===== src/rtl/risc16_pkg.sv =====
// Shared RISC-16 core types: machine word, fetch FSM states and the
// instruction-buffer entry that pairs a fetched word with its PC.
package risc16_pkg;

   localparam int WORD_W = 16;

   typedef logic [WORD_W-1:0] word_t;

   typedef enum logic [0:0] {
      FETCH_RUN    = 1'b0,
      FETCH_HALTED = 1'b1
   } fetch_state_e;

   typedef struct packed {
      word_t instr;
      word_t pc;
   } fetch_entry_t;

   localparam word_t RESET_PC_DEFAULT = 16'h0000;

endpackage


===== src/rtl/fetch_unit_if.sv =====
// Fetch-stage bus: instruction-memory request/response, execute redirect/halt
// and the decode valid/ready handshake. master = fetch unit, slave = its environment.
interface fetch_unit_if;
   import risc16_pkg::*;

   // Handshakes: a transfer happens on a rising edge where valid && ready;
   // valid never waits for ready, and the payload is held while valid && !ready.
   // Memory responses are in order and have no backpressure.
   logic         anOutMemReqValid;
   logic         aMemReqReady;
   word_t        anOutMemAddr;
   logic         aMemRespValid;
   word_t        aMemRespData;
   logic         aRedirectValid;
   word_t        aRedirectTarget;
   logic         aHalt;
   logic         anOutValid;
   logic         aReady;
   word_t        anOutInstruction;
   word_t        anOutPC;
   logic         anOutHalted;
   fetch_state_e anOutDbgState;

   modport master (
      output anOutMemReqValid, anOutMemAddr, anOutValid, anOutInstruction,
             anOutPC, anOutHalted, anOutDbgState,
      input  aMemReqReady, aMemRespValid, aMemRespData, aRedirectValid,
             aRedirectTarget, aHalt, aReady
   );

   modport slave (
      input  anOutMemReqValid, anOutMemAddr, anOutValid, anOutInstruction,
             anOutPC, anOutHalted, anOutDbgState,
      output aMemReqReady, aMemRespValid, aMemRespData, aRedirectValid,
             aRedirectTarget, aHalt, aReady
   );

endinterface


===== src/rtl/fetch_fifo.sv =====
// Small circular queue of fetched instructions tagged with their PC.
// Flush wins over push/pop; a push into a full queue is legal only with a pop.
module fetch_fifo
   import risc16_pkg::*;
#(
   parameter  int DEPTH = 2,
   localparam int CNT_W = $clog2(DEPTH + 1),
   localparam int PTR_W = (DEPTH > 1) ? $clog2(DEPTH) : 1
) (
   input  logic             clk_i,
   input  logic             rst_i,
   input  logic             push_i,
   input  fetch_entry_t     push_data_i,
   input  logic             pop_i,
   input  logic             flush_i,
   output fetch_entry_t     head_o,
   output logic [CNT_W-1:0] count_o,
   output logic             full_o,
   output logic             empty_o
);

   fetch_entry_t     mem_q [DEPTH];
   logic [PTR_W-1:0] rd_ptr_q;
   logic [PTR_W-1:0] wr_ptr_q;
   logic [CNT_W-1:0] count_q;
   logic             do_push;
   logic             do_pop;

   function automatic logic [PTR_W-1:0] ptr_inc(input logic [PTR_W-1:0] p);
      if (p == PTR_W'(DEPTH - 1)) return '0;
      return p + 1'b1;
   endfunction

   assign do_pop  = pop_i && !empty_o;
   assign do_push = push_i && (!full_o || do_pop);

   always_ff @(posedge clk_i or posedge rst_i) begin
      if (rst_i) begin
         rd_ptr_q <= '0;
         wr_ptr_q <= '0;
         count_q  <= '0;
         for (int i = 0; i < DEPTH; i++) mem_q[i] <= '0;
      end else if (flush_i) begin
         rd_ptr_q <= '0;
         wr_ptr_q <= '0;
         count_q  <= '0;
      end else begin
         if (do_push) begin
            mem_q[wr_ptr_q] <= push_data_i;
            wr_ptr_q        <= ptr_inc(wr_ptr_q);
         end
         if (do_pop) rd_ptr_q <= ptr_inc(rd_ptr_q);
         count_q <= count_q + CNT_W'(do_push) - CNT_W'(do_pop);
      end
   end

   assign head_o  = mem_q[rd_ptr_q];
   assign count_o = count_q;
   assign full_o  = (count_q == CNT_W'(DEPTH));
   assign empty_o = (count_q == '0);

   a_no_overflow: assert property (@(posedge clk_i) disable iff (rst_i)
      !(push_i && !flush_i && full_o && !pop_i));

endmodule


===== src/rtl/fetch_unit.sv =====
// RISC-16 instruction fetch: owns the PC, issues credit-limited in-order
// memory reads, buffers responses for decode, and handles redirects and halt.
module fetch_unit
   import risc16_pkg::*;
#(
   parameter int    DEPTH    = 2,
   parameter word_t RESET_PC = RESET_PC_DEFAULT
) (
   input logic          aClock,
   input logic          aReset,
   fetch_unit_if.master bus
);

   localparam int CNT_W = $clog2(DEPTH + 1);

   fetch_state_e     state_q;
   logic             halted_q;
   word_t            fetch_pc_q, fetch_pc_d;
   word_t            resp_pc_q, resp_pc_d;
   logic [CNT_W-1:0] outstanding_q, outstanding_d;
   logic [CNT_W-1:0] discard_q, discard_d;

   fetch_entry_t     fifo_head;
   fetch_entry_t     fifo_push_data;
   logic [CNT_W-1:0] fifo_count;
   logic             fifo_full;
   logic             fifo_empty;

   logic             run;
   logic             halt_now;
   logic             redirect_now;
   logic             resp_ack;
   logic [CNT_W:0]   in_use;
   logic             credit_ok;
   logic             req_valid;
   logic             req_fire;
   logic             push;
   logic             pop;
   logic             flush;

   assign run          = (state_q == FETCH_RUN);
   assign halt_now     = run && bus.aHalt;
   assign redirect_now = run && !bus.aHalt && bus.aRedirectValid;
   // A response with nothing outstanding is ignored so the counter cannot underflow.
   assign resp_ack     = bus.aMemRespValid && (outstanding_q != '0);

   // Buffered plus in-flight words may never exceed the buffer size.
   assign in_use    = {1'b0, fifo_count} + {1'b0, outstanding_q};
   assign credit_ok = !fifo_full && (in_use < (CNT_W + 1)'(DEPTH));
   assign req_valid = !aReset && run && credit_ok && !bus.aRedirectValid && !bus.aHalt;
   assign req_fire  = req_valid && bus.aMemReqReady;

   assign push  = run && !bus.aHalt && !bus.aRedirectValid && resp_ack && (discard_q == '0);
   assign pop   = bus.anOutValid && bus.aReady;
   assign flush = halt_now || redirect_now;

   assign fifo_push_data = '{instr: bus.aMemRespData, pc: resp_pc_q};

   always_comb begin
      fetch_pc_d    = fetch_pc_q;
      resp_pc_d     = resp_pc_q;
      outstanding_d = outstanding_q + CNT_W'(req_fire) - CNT_W'(resp_ack);
      discard_d     = discard_q;
      if (halt_now) begin
         discard_d = '0;
      end else if (redirect_now) begin
         fetch_pc_d = bus.aRedirectTarget;
         resp_pc_d  = bus.aRedirectTarget;
         // Everything still in flight belongs to the old stream; this cycle's
         // response is already being dropped, so it is not counted again.
         discard_d  = outstanding_q - CNT_W'(resp_ack);
      end else if (run) begin
         if (req_fire) fetch_pc_d = fetch_pc_q + 1'b1;
         if (push)     resp_pc_d  = resp_pc_q + 1'b1;
         if (resp_ack && (discard_q != '0)) discard_d = discard_q - 1'b1;
      end
   end

   always_ff @(posedge aClock or posedge aReset) begin
      if (aReset) begin
         state_q       <= FETCH_RUN;
         halted_q      <= 1'b0;
         fetch_pc_q    <= RESET_PC;
         resp_pc_q     <= RESET_PC;
         outstanding_q <= '0;
         discard_q     <= '0;
      end else begin
         fetch_pc_q    <= fetch_pc_d;
         resp_pc_q     <= resp_pc_d;
         outstanding_q <= outstanding_d;
         discard_q     <= discard_d;
         case (state_q)
            FETCH_RUN: begin
               if (bus.aHalt) begin
                  state_q  <= FETCH_HALTED;
                  halted_q <= 1'b1;
               end
            end
            FETCH_HALTED: begin
               state_q  <= FETCH_HALTED;
               halted_q <= 1'b1;
            end
            default: begin
               state_q  <= FETCH_RUN;
               halted_q <= 1'b0;
            end
         endcase
      end
   end

   fetch_fifo #(.DEPTH(DEPTH)) u_fifo (
      .clk_i       (aClock),
      .rst_i       (aReset),
      .push_i      (push),
      .push_data_i (fifo_push_data),
      .pop_i       (pop),
      .flush_i     (flush),
      .head_o      (fifo_head),
      .count_o     (fifo_count),
      .full_o      (fifo_full),
      .empty_o     (fifo_empty)
   );

   assign bus.anOutMemReqValid = req_valid;
   assign bus.anOutMemAddr     = fetch_pc_q;
   assign bus.anOutValid       = run && !fifo_empty;
   assign bus.anOutInstruction = fifo_head.instr;
   assign bus.anOutPC          = fifo_head.pc;
   assign bus.anOutHalted      = halted_q;
   assign bus.anOutDbgState    = state_q;

endmodule


===== src/flat_wrapper.sv =====
// flat-port wrapper written by rule: the top's interface ports become plain ports
module fetch_unit_flat import risc16_pkg::*;
#(
   parameter int    DEPTH    = 2,
   parameter word_t RESET_PC = RESET_PC_DEFAULT
)
  (aClock, aReset, bus_anOutMemReqValid, bus_anOutMemAddr, bus_anOutValid, bus_anOutInstruction, bus_anOutPC, bus_anOutHalted, bus_anOutDbgState, bus_aMemReqReady, bus_aMemRespValid, bus_aMemRespData, bus_aRedirectValid, bus_aRedirectTarget, bus_aHalt, bus_aReady);
  fetch_unit_if bus_i ();
  input logic aClock;
  input logic aReset;
  output wire logic [$bits(bus_i.anOutMemReqValid)-1:0] bus_anOutMemReqValid;
  output wire logic [$bits(bus_i.anOutMemAddr)-1:0] bus_anOutMemAddr;
  output wire logic [$bits(bus_i.anOutValid)-1:0] bus_anOutValid;
  output wire logic [$bits(bus_i.anOutInstruction)-1:0] bus_anOutInstruction;
  output wire logic [$bits(bus_i.anOutPC)-1:0] bus_anOutPC;
  output wire logic [$bits(bus_i.anOutHalted)-1:0] bus_anOutHalted;
  output wire logic [$bits(bus_i.anOutDbgState)-1:0] bus_anOutDbgState;
  input wire logic [$bits(bus_i.aMemReqReady)-1:0] bus_aMemReqReady;
  input wire logic [$bits(bus_i.aMemRespValid)-1:0] bus_aMemRespValid;
  input wire logic [$bits(bus_i.aMemRespData)-1:0] bus_aMemRespData;
  input wire logic [$bits(bus_i.aRedirectValid)-1:0] bus_aRedirectValid;
  input wire logic [$bits(bus_i.aRedirectTarget)-1:0] bus_aRedirectTarget;
  input wire logic [$bits(bus_i.aHalt)-1:0] bus_aHalt;
  input wire logic [$bits(bus_i.aReady)-1:0] bus_aReady;
  assign bus_anOutMemReqValid = bus_i.anOutMemReqValid;
  assign bus_anOutMemAddr = bus_i.anOutMemAddr;
  assign bus_anOutValid = bus_i.anOutValid;
  assign bus_anOutInstruction = bus_i.anOutInstruction;
  assign bus_anOutPC = bus_i.anOutPC;
  assign bus_anOutHalted = bus_i.anOutHalted;
  assign bus_anOutDbgState = bus_i.anOutDbgState;
  assign bus_i.aMemReqReady = bus_aMemReqReady;
  assign bus_i.aMemRespValid = bus_aMemRespValid;
  assign bus_i.aMemRespData = bus_aMemRespData;
  assign bus_i.aRedirectValid = bus_aRedirectValid;
  assign bus_i.aRedirectTarget = bus_aRedirectTarget;
  assign bus_i.aHalt = bus_aHalt;
  assign bus_i.aReady = bus_aReady;
  fetch_unit #(.DEPTH(DEPTH), .RESET_PC(RESET_PC)) u_core (.aClock(aClock), .aReset(aReset), .bus(bus_i));
endmodule

===== config.mk =====
export PLATFORM = sky130hd
export DESIGN_NAME = fetch_unit_flat
export DESIGN_NICKNAME = d
export VERILOG_FILES = /design/src/rtl/risc16_pkg.sv /design/src/rtl/fetch_unit_if.sv /design/src/rtl/fetch_fifo.sv /design/src/rtl/fetch_unit.sv /design/src/flat_wrapper.sv
export SDC_FILE = /design/constraint.sdc
export NUM_CORES = 1
export LEC_CHECK = 0
export BUFFER_PORTS_ARGS = -buffer_cell sky130_fd_sc_hd__buf_4
export CORE_MARGIN = 5
export CORE_UTILIZATION = 50
export DETAILED_ROUTE_END_ITERATION = 10
export PLACE_DENSITY_LB_ADDON = 0.25
export SLEW_MARGIN = 10
export SYNTH_ARGS = -nofsm -noshare
export SYNTH_HDL_FRONTEND = slang
export SYNTH_SLANG_ARGS = --single-unit

===== constraint.sdc =====
create_clock -name aClock -period 3.2 [get_ports aClock]
set_input_delay 0.48 -clock aClock [delete_from_list [all_inputs] [get_ports aClock]]
set_output_delay 0.48 -clock aClock [all_outputs]
set_load 0.01 [all_outputs]

==> results list <==
- Final worst clock skew: 13.00 ps
* CTS Hold Bufs: 0
- The flow ran to the end, and the final reports show no timing, DRC or antenna violations.
- Root buffer cell: clkbuf_8
- Number of enable-type register cells in the synthesized netlist: 0
- CTS Buf Count: 9
* Worst EP required: 2720 ps
* Highest cell delay on the worst timing path: 490 ps
* Setup repair after global routing missed its margin: false
- Initial detailed-routing violation count: 258
* Per-cell via count in the routed design: 5.823
- Number of nets in the layout: 586
- Final-report setup violation count: 0
- The longest clock path from root to sink contains 2 buffers.
* Depth of the CTS H-tree: 3
- Together, buffers and inverters on the worst path number 2.
- For the worst flop-to-flop path, the logic depth is 7.
- Portion of the clock cycle consumed by the worst path in the final layout: 85.55%
* Share of layout cells above drive strength 1: 39.96%
- The first global-routing pass estimated 19890 µm of wire.
- The count of nets left with antenna violations once routing finished came out at 0.
- Detailed placement HPWL: 8453 µm
- On the critical path the largest part of the delay comes from simple AND/OR/NAND/NOR gates.
- Synthesis inferred 106 register bits.
- The worst-case IR drop observed on VDD is 0.2372 mV.
- Slew at the pin closest to its max-slew limit: 821.8 ps
- The repair_antennas step left the layout with diodes totalling 0.
- TritonCTS built the clock tree.
- Crit path cell chain: and2_1 > fa_1 > nor2_1 > nand4_1 > inv_1 > buf_4
- Clock-pin slew was measured on the worst setup and hold paths at 110 ps.
* Starting density of the core: 51.28%
- Wire length per cell: 17.60 µm
* Overall routing resource usage: 19.03%
- Share of async-settable or async-resettable flops after synthesis: 100.0%
* Share of the yosys chip area belonging to registers: 49.88%
- Fraction of power consumed by sequential logic: 56.0%
- The worst setup path is captured at a primary output.
- Wire length reported by the detailed router: 11950 µm
- Once layout is complete, the utilization of the core stands at 61.04%.
- Area growth syn-to-layout: 19.04%
- Counting every sink on the clock net gives 106.
- The first detailed-routing pass took 5 iterations.
- During I/O placement, the number of pins put on the boundary was 91.
- Type of the worst min-delay path: primary input to asynchronous set/reset pin
* Die boundary width: 113.1 µm
* Vertical die dimension: 113.1 µm
* Share of power burned in combinational logic: 13.5%
- Hold violation total from the final report: 0
- In this run, the clock network consumes 30.6% of the power.
- Summed over all layers, the global routing overflow is 0.
- The number of antenna violations at the first check in global routing was 0.
- Synth Net Count: 502
- Library cells used by synthesis: 58
- The final route contains 3954 vias.
- The critical path runs through a total of 6 cells.
- After floorplanning, the core was divided into 37 placement rows.
- Clk_lat worst skew: 370 ps
- The tool flagged a number of max-cap violations equal to 0.
- Count of instances resized after the clock tree is built: 0
* Setup TNS after final layout: 0 ps
- Cell count after synthesis: 454
* Maximum operating frequency: 365.3 MHz
- Of all nets on the critical path, the largest fanout is 7.
- In this run the post-CTS setup repair buffer count came out at 0.
- Cell area after technology mapping: 0.005318 mm²
- Dividing the synthesized area by the synthesized cell count gives 11.71 µm².
* Port Buffers: 90
- In the synthesized netlist the dominant register cell turns out to be dfrtp_1.
* Via count of the first global-routing pass: 3914
- The slowest stage of the critical path is the fa_1 cell.
- The core region is 0.01037 mm².
- The die covers 0.01280 mm².
- Critical path type: flop to primary output
* Worst slew margin: 45.21%
* Static power due to leakage: 3.068 nW
* Sw frac: 29.48%
- The internal portion of the total power is 1.904 mW.
- Final critical path time including I/O delays and setup: 2738 ps
- Power density normalized to cell area: 426.6 mW/mm²
- Data arrival time of the critical path: 2260 ps
- NetSw: 0.7959 mW
- Entering global routing, the biggest net connects 67 pins.
- The congestion estimate from routability-driven global placement came to 0.8200.
- For this run, design rule violations remaining after detail routing come to 0.
- YS warnings: 0
* Final Max Slew Viols: 0
* Kind of start point of the critical path: flop
[stage by stage]
step	hold WS (ps)	setup slack, ps	total power, mW	cells	area, µm²
after floorplan	456.1	696.1	1.731	454	5321
after global placement	453.1	572.2	1.883	663	6122
after detailed placement	452.5	509.8	1.899	663	6122
after CTS	63.01	454.4	2.725	679	6330
after global routing	81.83	269.4	2.839	679	6330
final	76.05	462.3	2.700	679	6330
[placed cells by master, fill, tap and decap left out, types with 3 or more instances in the layout]
| cell | netlist | layout |
|---|---|---|
| clkbuf_8 | 0 | 9 |
| and4_1 | 3 | 3 |
| clkinv_8 | 0 | 3 |
| ha_1 | 8 | 8 |
| o31ai_1 | 3 | 3 |
| nand2_1 | 14 | 14 |
| o21a_1 | 3 | 3 |
| or3_1 | 10 | 10 |
| xor2_1 | 6 | 6 |
| dfrtp_1 | 106 | 106 |
| nor3_1 | 3 | 3 |
| nand4_1 | 10 | 10 |
| o21ai_0 | 17 | 17 |
| nand3_1 | 12 | 12 |
| a31oi_1 | 15 | 15 |
| nand2b_1 | 3 | 3 |
| buf_4 | 3 | 96 |
| xnor2_1 | 7 | 7 |
| and2_1 | 5 | 5 |
| nor4_1 | 9 | 9 |
| inv_6 | 0 | 3 |
| a311oi_1 | 3 | 3 |
| or4_1 | 4 | 4 |
| a21oi_1 | 12 | 12 |
| mux2_1 | 3 | 3 |
| mux2_2 | 92 | 92 |
| nor2_1 | 22 | 21 |
| a211o_1 | 3 | 3 |
| inv_1 | 16 | 15 |
[cells in the mapped netlist (2+ instances only)]
master	n	area (µm²)
buf_4	3	22.52
xnor2_1	7	61.31
a21o_1	2	15.01
nand4b_1	2	17.52
or4_1	4	30.03
a211oi_1	2	15.01
nand3_1	12	60.06
dfrtp_1	106	2653
nand2b_1	3	18.77
and4_1	3	26.28
xor2_1	6	52.55
a31oi_1	15	93.84
nor3_1	3	15.01
o31ai_1	3	22.52
inv_1	16	60.06
o21a_1	3	22.52
o21ai_0	17	85.08
buf_6	4	45.04
nor2b_1	2	12.51
nor4_1	9	56.30
nand2_1	14	52.55
ha_1	8	100.1
mux2_1	3	33.78
mux2i_1	2	20.02
clkbuf_1	15	56.30
o21ba_2	2	20.02
a311oi_1	3	26.28
nor4b_1	2	17.52
nor2_1	22	82.58
or2_2	2	12.51
o2bb2ai_1	2	17.52
a211o_1	3	26.28
mux2_2	92	1036
a41o_1	2	20.02
buf_2	2	10.01
nand4_1	10	62.56
or3b_2	2	17.52
and2_1	5	31.28
and3_1	2	12.51
or3_1	10	62.56
a21oi_1	12	60.06
[metal layers]
metal / share of wire [%] / vias up / GRT usage, %
li1: - / 1840 / -
met4: 0.97 / 0 / 5.048
met5: 0 / - / 0
met3: 6.1 / 12 / 2.834
met2: 46 / 125 / 29.23
met1: 47 / 1977 / 28.31
[cell families (layout without fill, tap and decap cells)]
kind of cell | Yosys count | after routing | synth area share (%)
xor+xnor | 13 | 13 | 2.141
buf+inv | 41 | 130 | 3.717
simple gates | 110 | 110 | 11.58
fa+ha+maj | 9 | 9 | 2.259
compound gates | 78 | 78 | 9.930
flops | 106 | 106 | 49.88
mux | 97 | 97 | 20.49
[cell type report]
type,count,area [µm²]
clock buffers,9,123.9
clock inverters,7,83.83
fillers,856,4040
inverters,16,63.81
multi-input cells,307,2475
flip-flops and latches,106,2653
well taps,136,170.2
repair buffers,98,760.7
[sequential cells by signal (all words and copies together), names as in the netlist]
register                  cells
u_core.bus.anOutDbgState      1
u_core.bus.anOutHalted        1
u_core.bus.anOutMemAddr      16
u_core.discard_q              2
u_core.outstanding_q          2
u_core.resp_pc_q             16
u_core.u_fifo.count_o         2
u_core.u_fifo.mem_q          64
u_core.u_fifo.rd_ptr_q        1
u_core.u_fifo.wr_ptr_q        1
[power groups by stage]
stage,Combinational (mW),Sequential (mW),Clock (mW)
5_1_grt,0.410,1.53,0.903
2_1_floorplan,0.217,1.51,0
3_5_place_dp,0.366,1.53,0
3_3_place_gp,0.354,1.53,0
4_1_cts,0.369,1.51,0.848
6_report,0.363,1.51,0.825
[worst register-to-register path: stages (launching register included)]
cell      delay (ps)
dfrtp_1          410
inv_1             60
ha_1             220
or4b_4           520
a2111o_1         480
or2_1            240
buf_4            270
mux2_1           380
[final timing paths]
check / start / end / slack [ps]
setup / recovery: u_core.u_fifo.count_o[0]$_DFF_PP0_ / bus_anOutMemReqValid / 460
hold / removal: aReset / u_core.discard_q[1]$_DFFE_PP0P_ / 80
setup reg to reg: u_core.discard_q[0]$_DFFE_PP0P_ / u_core.u_fifo.mem_q[29]$_DFFE_PP0P_ / 510
hold reg to reg: u_core.bus.anOutHalted$_DFFE_PP0P_ / u_core.bus.anOutHalted$_DFFE_PP0P_ / 480
max in group asynchronous: aReset / u_core.u_fifo.mem_q[11]$_DFFE_PP0P_ / 2430
min in group aClock: bus_aMemRespData[12] / u_core.u_fifo.mem_q[28]$_DFFE_PP0P_ / 330
(Power assumes the default switching activity.)
